**src/rtl/cpu_pkg.sv**
```systemverilog
`default_nettype none
// +----------------------------------------------------------------------------+
// | Module  : cpu_pkg                                                          |
// | Purpose : Shared constants and types for the CPU front end: reset PC,      |
// |           instruction width, imem word-address width, fetch-entry record   |
// |           and fetch FSM state encoding.                                    |
// | Ports   : none (package)                                                   |
// | Rev     : 1.0 - initial release                                            |
// +----------------------------------------------------------------------------+
package cpu_pkg;

  localparam logic [31:0] RESET_PC_DEF = 32'h0040_0000;
  localparam int          INST_W       = 32;
  localparam int          IMEM_ADDR_W  = 11;

  typedef struct packed {
    logic [31:0]       pc;
    logic [INST_W-1:0] inst;
  } fetch_entry_t;

  localparam int ENTRY_W = $bits(fetch_entry_t);

  typedef enum logic [0:0] {
    ST_RUN   = 1'b0,
    ST_FAULT = 1'b1
  } fetch_state_t;

endpackage
`default_nettype wire

```
**src/rtl/fetch_queue2.sv**
```systemverilog
`default_nettype none
// +----------------------------------------------------------------------------+
// | Module  : fetch_queue2                                                     |
// | Purpose : 2-entry synchronous FIFO of fetch entries. Entry 0 is always the |
// |           head, so the head output comes straight from a register.         |
// | Ports   : clk, rst        - clock, async active-high reset                 |
// |           i_push/i_data   - write a new entry at the tail                  |
// |           i_pop           - remove the head entry                          |
// |           i_flush         - empty the queue (wins over push and pop)       |
// |           o_head          - head entry                                     |
// |           o_count/o_full/o_empty - occupancy                               |
// | Rev     : 1.0 - initial release                                            |
// +----------------------------------------------------------------------------+
module fetch_queue2
  import cpu_pkg::*;
(
  input  logic               clk,
  input  logic               rst,
  input  logic               i_push,
  input  logic [ENTRY_W-1:0] i_data,
  input  logic               i_pop,
  input  logic               i_flush,
  output logic [ENTRY_W-1:0] o_head,
  output logic [1:0]         o_count,
  output logic               o_full,
  output logic               o_empty
);

  logic [ENTRY_W-1:0] r_mem0;
  logic [ENTRY_W-1:0] r_mem1;
  logic [1:0]         r_count;
  logic               w_pop;
  logic               w_push;

  // Pop of an empty queue is ignored; push into a full queue only lands when
  // the head leaves in the same cycle.
  assign w_pop  = i_pop && (r_count != 2'd0);
  assign w_push = i_push && ((r_count != 2'd2) || w_pop);

  always_ff @(posedge clk or posedge rst) begin
    if (rst) begin
      r_mem0  <= '0;
      r_mem1  <= '0;
      r_count <= 2'd0;
    end else if (i_flush) begin
      r_count <= 2'd0;
    end else begin
      case ({w_push, w_pop})
        2'b10: begin
          if (r_count == 2'd0) r_mem0 <= i_data;
          else                 r_mem1 <= i_data;
          r_count <= r_count + 2'd1;
        end
        2'b01: begin
          r_mem0  <= r_mem1;
          r_count <= r_count - 2'd1;
        end
        2'b11: begin
          // Simultaneous push/pop: occupancy unchanged, contents shift by one.
          if (r_count == 2'd1) begin
            r_mem0 <= i_data;
          end else begin
            r_mem0 <= r_mem1;
            r_mem1 <= i_data;
          end
        end
        default: ;
      endcase
    end
  end

  assign o_head  = r_mem0;
  assign o_count = r_count;
  assign o_full  = (r_count == 2'd2);
  assign o_empty = (r_count == 2'd0);

endmodule
`default_nettype wire

```
**src/rtl/inst_fetch_unit.sv**
```systemverilog
`default_nettype none
// +----------------------------------------------------------------------------+
// | Module  : inst_fetch_unit                                                  |
// | Purpose : Instruction fetch front end. Owns the PC, addresses the async    |
// |           instruction ROM, queues fetched words in a 2-entry FIFO and      |
// |           presents them to decode with valid/ready. Handles redirects and  |
// |           a sticky fault for misaligned / out-of-window PCs.               |
// | Ports   : clk, rst                 - clock, async active-high reset        |
// |           imem_addr / imem_inst    - ROM word address / read data          |
// |           redirect_valid/_pc       - PC change request from execute        |
// |           id_ready / id_valid      - decode handshake                      |
// |           id_inst / id_pc          - head instruction and its byte address |
// |           fetch_fault              - sticky fetch fault flag               |
// | Rev     : 1.0 - initial release                                            |
// +----------------------------------------------------------------------------+
module inst_fetch_unit
  import cpu_pkg::*;
#(
  parameter logic [31:0] RESET_PC = RESET_PC_DEF,
  parameter int          ADDR_W   = IMEM_ADDR_W
) (
  input  logic              clk,
  input  logic              rst,
  output logic [ADDR_W-1:0] imem_addr,
  input  logic [31:0]       imem_inst,
  input  logic              redirect_valid,
  input  logic [31:0]       redirect_pc,
  input  logic              id_ready,
  output logic              id_valid,
  output logic [31:0]       id_inst,
  output logic [31:0]       id_pc,
  output logic              fetch_fault
);

  localparam logic [31:0] WIN_BYTES = 32'd4 << ADDR_W;

  fetch_state_t r_state;
  fetch_state_t w_state_nxt;
  logic [31:0]  r_pc;
  logic [31:0]  w_pc_nxt;

  logic [31:0]  w_off;
  logic [31:0]  w_roff;
  logic         w_pc_ok;
  logic         w_redir_ok;
  logic         w_pop;
  logic         w_fetch_try;
  logic         w_push;

  fetch_entry_t w_push_data;
  fetch_entry_t w_head;
  logic [1:0]   w_count;
  logic         w_full;
  logic         w_empty;

  // Offsets are 32-bit wrapping, so PCs below RESET_PC land far above the
  // window and fail the range check without a separate lower-bound test.
  assign w_off      = r_pc - RESET_PC;
  assign w_roff     = redirect_pc - RESET_PC;
  assign w_pc_ok    = (w_off[1:0] == 2'b00) && (w_off < WIN_BYTES);
  assign w_redir_ok = (w_roff[1:0] == 2'b00) && (w_roff < WIN_BYTES);
  assign imem_addr  = w_off[ADDR_W+1:2];

  assign w_pop       = id_ready && !w_empty;
  assign w_fetch_try = (r_state == ST_RUN) && !redirect_valid && (!w_full || w_pop);
  assign w_push      = w_fetch_try && w_pc_ok;

  assign w_push_data = '{pc: r_pc, inst: imem_inst};

  // Redirect drives flush, which the queue treats as higher priority than
  // both push and pop, so a coinciding handshake is dropped.
  fetch_queue2 u_queue (
    .clk     (clk),
    .rst     (rst),
    .i_push  (w_push),
    .i_data  (w_push_data),
    .i_pop   (w_pop),
    .i_flush (redirect_valid),
    .o_head  (w_head),
    .o_count (w_count),
    .o_full  (w_full),
    .o_empty (w_empty)
  );

  always_ff @(posedge clk or posedge rst) begin
    if (rst) begin
      r_state <= ST_RUN;
      r_pc    <= RESET_PC;
    end else begin
      r_state <= w_state_nxt;
      r_pc    <= w_pc_nxt;
    end
  end

  always_comb begin
    w_state_nxt = r_state;
    w_pc_nxt    = r_pc;
    case (r_state)
      ST_RUN: begin
        if (redirect_valid) begin
          // An out-of-range target is caught by the next fetch attempt.
          w_pc_nxt = redirect_pc;
        end else if (w_fetch_try) begin
          if (w_pc_ok) w_pc_nxt    = r_pc + 32'd4;
          else         w_state_nxt = ST_FAULT;
        end
      end
      ST_FAULT: begin
        if (redirect_valid) begin
          w_pc_nxt = redirect_pc;
          if (w_redir_ok) w_state_nxt = ST_RUN;
        end
      end
      default: w_state_nxt = ST_RUN;
    endcase
  end

  assign id_valid    = (w_count != 2'd0);
  assign id_inst     = w_head.inst;
  assign id_pc       = w_head.pc;
  assign fetch_fault = (r_state == ST_FAULT);

endmodule
`default_nettype wire

```
**config.mk**
```make
export PLATFORM = sky130hd
export DESIGN_NAME = inst_fetch_unit
export DESIGN_NICKNAME = d
export VERILOG_FILES = /design/src/rtl/cpu_pkg.sv /design/src/rtl/fetch_queue2.sv /design/src/rtl/inst_fetch_unit.sv
export SDC_FILE = /design/constraint.sdc
export NUM_CORES = 1
export LEC_CHECK = 0
export ABC_AREA = 1
export BUFFER_PORTS_ARGS = -buffer_cell sky130_fd_sc_hd__buf_2
export CAP_MARGIN = 20
export CELL_PAD_IN_SITES_DETAIL_PLACEMENT = 1
export CELL_PAD_IN_SITES_GLOBAL_PLACEMENT = 1
export CORE_AREA = 2 2 145 147
export CTS_CLUSTER_SIZE = 14
export DETAILED_ROUTE_END_ITERATION = 8
export DIE_AREA = 0 0 147 149
export GPL_TIMING_DRIVEN = 1
export PLACE_DENSITY = 0.82
export SLEW_MARGIN = 20
export SYNTH_ARGS = -nofsm -noshare
export SYNTH_HDL_FRONTEND = slang
export SYNTH_SLANG_ARGS = --single-unit
```
**constraint.sdc**
```tcl
create_clock -name clk -period 12.2 [get_ports clk]
set_input_delay 2.44 -clock clk [delete_from_list [all_inputs] [get_ports clk]]
set_output_delay 2.44 -clock clk [all_outputs]
set_load 0.005 [all_outputs]
```
==> Word-level counts from Yosys, hierarchy flattened <==
Cells that the tools add are included.
W data, S select, Z words.
{ "op_classes": {"n_mux": 19, "n_addsub": 5, "magnitude_cmp": 2, "n_bitwise": 2, "n_reduce_logical": 23, "n_eq_ne": 12} }
{ "ops": {"columns": ["operator", "n"], "rows": [
  ["$mux W64", 4],
  ["$pmux W64 S3", 1],
  ["$mux W32", 4],
  ["$pmux W64 S2", 1],
  ["$lt A32 B14 Y1 const B", 2],
  ["$pmux W32 S2", 1],
  ["$sub A32 B23 Y32 const B", 2],
  ["$add A32 B3 Y32 const B", 1],
  ["$ne A2 B2 Y1 const B", 5],
  ["$logic_and A1 B1 Y1", 8],
  ["$eq A2 B2 Y1 const B", 3],
  ["$logic_not A2 Y1", 3],
  ["$ne A3 B3 Y1 const B", 2],
  ["$reduce_and A3 Y1", 2],
  ["$reduce_bool A3 Y1", 2],
  ["$mux W1", 5],
  ["$eq A2 B1 Y1 const B", 2],
  ["$pmux W2 S2", 1],
  ["$reduce_and A4 Y1", 1],
  ["$reduce_bool A2 Y1", 2],
  ["$logic_not A1 Y1", 3],
  ["$add A2 B1 Y2 const B", 1],
  ["$logic_or A1 B1 Y1", 2],
  ["$mux W2", 1],
  ["3 further kinds", 4]
]} }
{ "word_totals": {"in_bits": 68, "out_inout_bits": 77, "wordCells": 68, "regBits": 163} }

==> Longest topological paths before layout <==
{ "logic_depth": {"word_depth": 10, "depth_mapped": 15, "mapped_depth_nobuf": 14} }

==> Hierarchy <==
From an unflattened synthesis, not the netlist that was laid out.
{ "unflattened": {"hier_cells": 1091, "area_unflattened_um2": 8270.4} }
{ "by_module_without_submodules": {"columns": ["module", "seq_area_each_um2", "area_each_um2", "cells_each", "n_inst"], "rows": [
  ["fetch_queue2", 3253.1, 6298.5, 806, 1],
  ["inst_fetch_unit", 827.0, 1971.9, 285, 1]
]} }

==> Worst setup path after synthesis <==
No wires, ideal clock.
{ "synth_path": {"path_kind": "input -> register", "from": "input port id_ready", "to": "register u_queue.r_mem1[33]", "setup_time_ns": 0.113, "setup_slack_ns": 8.546, "t_required_ns": 12.087, "path_buffers": 2, "cell_stages": 13, "arrival_time_ns": 3.541, "path_cell_list": "inv_1 nor2_2 inv_2 nand2_1 nand2_1 inv_2 nand3_2 inv_2 nand2_2 buf_2 buf_2 nand2_1 inv_1"} }
{ "synth_between": {"elab_chain_cells": 8, "word_cells_on_any_way": 14, "classes_between": "eq/ne (4); mux (1); reduce/logical (9)"} }
{ "synth_lines": {"columns": ["item", "line", "text"], "rows": [
  ["start: declaration", "inst_fetch_unit.sv:28", "input logic id_ready,"],
  ["$logic_and A1 B1 Y1 (*)", "inst_fetch_unit.sv:64", "assign w_pop = id_ready && !w_empty;"],
  ["$logic_or A1 B1 Y1", "inst_fetch_unit.sv:65", "assign w_fetch_try = (r_state == ST_RUN) && !redirect_valid && (!w_full || w_pop);"],
  ["$logic_and A1 B1 Y1", "inst_fetch_unit.sv:65", null],
  ["$logic_and A1 B1 Y1", "inst_fetch_unit.sv:66", "assign w_push = w_fetch_try && w_pc_ok;"],
  ["$logic_and A1 B1 Y1", "fetch_queue2.sv:38", "assign w_push = i_push && ((r_count != 2'd2) || w_pop);"],
  ["$eq A2 B2 Y1", "fetch_queue2.sv:48", "case ({w_push, w_pop})"],
  ["$ne A2 B2 Y1 (no source line) / $reduce_bool A2 Y1 (equally long branches)", null, null],
  ["$reduce_and A4 Y1 (no source line)", null, null],
  ["end signal: assignment", "fetch_queue2.sv:51", "else r_mem1 <= i_data;"],
  ["end signal: assignment", "fetch_queue2.sv:64", "r_mem1 <= i_data;"],
  ["end: declaration", "fetch_queue2.sv:30", "logic [ENTRY_W-1:0] r_mem1;"]
]} }
Mark *: on every way between the ends. The rest lies on a longest branch, timed or not.
A chain may end at the register's enable or synchronous reset.

==> Worst setup path in the final report <==
{ "layout_path": {"from": "input port redirect_valid", "to": "register r_pc[21]"} }
{ "layout_between": {"elab_chain_cells": 5, "word_cells_on_any_way": 9, "classes_between": "eq/ne (3); mux (2); reduce/logical (4)"} }
{ "layout_lines": {"columns": ["item", "line", "text"], "rows": [
  ["start: declaration", "inst_fetch_unit.sv:26", "input logic redirect_valid,"],
  ["$logic_not A1 Y1", "inst_fetch_unit.sv:65", null],
  ["$logic_and A1 B1 Y1 (2 in a row)", "inst_fetch_unit.sv:65", null],
  ["$ne A3 B3 Y1 (no source line)", null, null],
  ["$reduce_and A3 Y1 (no source line)", null, null],
  ["end signal: assignment", "inst_fetch_unit.sv:91", "r_pc <= w_pc_nxt;"],
  ["end: declaration", "inst_fetch_unit.sv:39", "logic [31:0] r_pc;"]
]} }
Several ways; a longest one is shown, not always the timed one.

==> results.sh <==
export IMPL_finalHoldViolCount=0
export IMPL_ys_types=33
export IMPL_drive_above_1_share_pct=17.2
export IMPL_drv_slew=0
export IMPL_htree_levels=4
export IMPL_fp_dieArea_um2=21900
export IMPL_numCtsBuffers=17
export IMPL_arrival_ps=5620
export IMPL_p_leak_uw=0.00542
export IMPL_num_io_pins=145
export IMPL_placed_area_um2=9490
export IMPL_start_kind="input port"
export IMPL_place_congestion=0.805
export IMPL_area_growth_pct=15.6
export IMPL_ys_top_cells_by_area="dfrtp_1, nand2_1, nand3_1"
export IMPL_cts_sinks=163
export IMPL_ant_nets=0
export IMPL_antenna_found_initial=0
export IMPL_synth_edf_count=0
export IMPL_drt_wl_total_um=25800
export IMPL_finalCriticalPeriod_ps=5310
export IMPL_ys_seq_elements=163
export IMPL_port_buffers=144
export IMPL_status="complete, no violations"
export IMPL_async_flop_share_pct=100
export IMPL_grt_use_total_pct=24.3
export IMPL_final_area_um2=10100
export IMPL_drc=0
export IMPL_hold_class="register to register"
export IMPL_avgSynthCellArea_um2=7.32
export IMPL_yosys_warnings=0
export IMPL_slew_headroom_pct=29.2
export IMPL_syn_num_nets=1268
export IMPL_synth_top_area_share_pct=46.3
export IMPL_fmax_mhz=188
export IMPL_grt_overflow=0
export IMPL_drtIter0Drc=487
export IMPL_grt_pass1_wl_um=43100
export IMPL_synthesis_area_um2=8760
export IMPL_cap_violations=0
export IMPL_setup_viol=0
export IMPL_end_kind="register"
export IMPL_period_share_pct=43.5
export IMPL_ctsResizeCount=0
export IMPL_die_width_um=147
export IMPL_required_ps=12510
export IMPL_coreArea_um2=20600
export IMPL_vias=8274
export IMPL_ctsHoldBuffers=0
export IMPL_initial_utilization_pct=42.6
export IMPL_setup_ws_ps=6890
export IMPL_irDropWorstVdd_mv=0.0900
export IMPL_clockBufferDepth=2
export IMPL_clk_pin_slew_ps=60
export IMPL_synth_commonest_cells="nand2_1, dfrtp_1, nand3_1"
export IMPL_worstMarginPinSlew_ps=1060
export IMPL_firstDrtPassIters=4
export IMPL_clkLatencyLatePin_ps=430
export IMPL_grt_pass1_vias=8509
export IMPL_postCtsSetupRepairBufs=0
export IMPL_crit_type="input port to register"
export IMPL_wl_per_cell_um=16.4
export IMPL_synth_ff_type="dfrtp_1"
export IMPL_synth_seq_area_share_pct=46.6
export IMPL_final_nets=1353
export IMPL_fin_tns_setup_ps=0
export IMPL_placementRows=53
export IMPL_die_height_um=149
export IMPL_grt_setup_unrepaired="false"
export IMPL_synth_most_common_cell="nand2_1"
export IMPL_grt_max_degree=103
export IMPL_cts_tree="yes"
export IMPL_synth_cells=1196
export IMPL_yosys_area_top_type="dfrtp_1"
export IMPL_dpl_hpwl_um=16100
export IMPL_final_core_util_pct=49.3
export IMPL_worst_path_max_fanout=35
export IMPL_pre_cts_ws_ps=6510
export IMPL_viasPerCell=5.27
export IMPL_finalClockSkew_ps=8.64
export IMPL_cts_root_buf="clkbuf_16"
export IMPL_power_density_nw_per_um2=184
## layout make-up
class,instances,area [um2]
fill,2646,10400
sequential,163,4080
multi-input combinational,849,3900
timing repair buffer,155,803
clock buffer,23,488
inverter,95,362
tap,275,344
clock inverter,8,149
antenna,1,2.50
## kinds of logic after synthesis
group                      synth area share [%]
AOI/OAI and AO/OA                          8.97
adders and majority gates                 0.571
muxes                                      1.67
xor gates and xnor gates                  0.400
and+or+nand+nor                            32.5
DFF                                        46.6
buffers and inverters                      9.28
## per-layer routing
layer | wire (um) | global-route usage (%) | up-vias
met3 | 1030 | 4.01 | 27
li1 | - | - | 3978
met2 | 12800 | 42.7 | 176
met5 | 0 | 0 | -
met4 | 356 | 6.20 | 0
met1 | 11600 | 31.5 | 4093
## metrics by stage
stage | hold WS [ps] | cells | total power, uW
CTS | 476 | 1568 | 1880
detailed placement | 459 | 1537 | 1290
global placement | 457 | 1537 | 1270
finish | 473 | 1569 | 1860
global route | 495 | 1568 | 1990
floorplan | 445 | 1196 | 1070
## layout by cell type (no fill, tap or decap), drive strengths merged, types with 4 or more instances in the layout
master	instances
nand2	435
dfrtp	162
buf	155
nand3	142
inv	93
nor2	76
o21ai	68
a21oi	61
nand4	27
clkbuf	23
mux2	13
a22o	6
bufinv	4
ha	4
clkinv	4
## registers in the layout (all words and copies together), names as in the netlist
| signal | cells |
|---|---|
| u_queue.r_mem1 | 64 |
| u_queue.o_head | 64 |
| u_queue.o_count | 2 |
| fetch_fault | 1 |
| r_pc | 32 |
## path summary, 6_finish.rpt
check | start | to | slack, ps | depth (start not counted)
min reg2reg | u_queue.o_head[23] | u_queue.o_head[23] | 470 | 2
max in group asynchronous | rst | u_queue.r_mem1[27] | 8600 | 3
min | u_queue.o_head[23] | u_queue.o_head[23] | 470 | 2
max | redirect_valid | r_pc[21] | 6890 | 5
min in group asynchronous | rst | u_queue.o_head[59] | 2220 | 2
max reg2reg | u_queue.o_count[0] | r_pc[21] | 8310 | 12
## report_power, final
| group | switching (uW) | internal [uW] | total [uW] |
|---|---|---|---|
| Combinational | 333 | 217 | 550 |
| Clock | 222 | 364 | 586 |
| Sequential | 71.9 | 652 | 724 |
## critical path, stage by stage
cell and delay, ps:
buf_2 310, clkinv_1 930, nand2_1 1150, inv_1 470, a22o_1 310
Power figures use the tool's default switching activity.
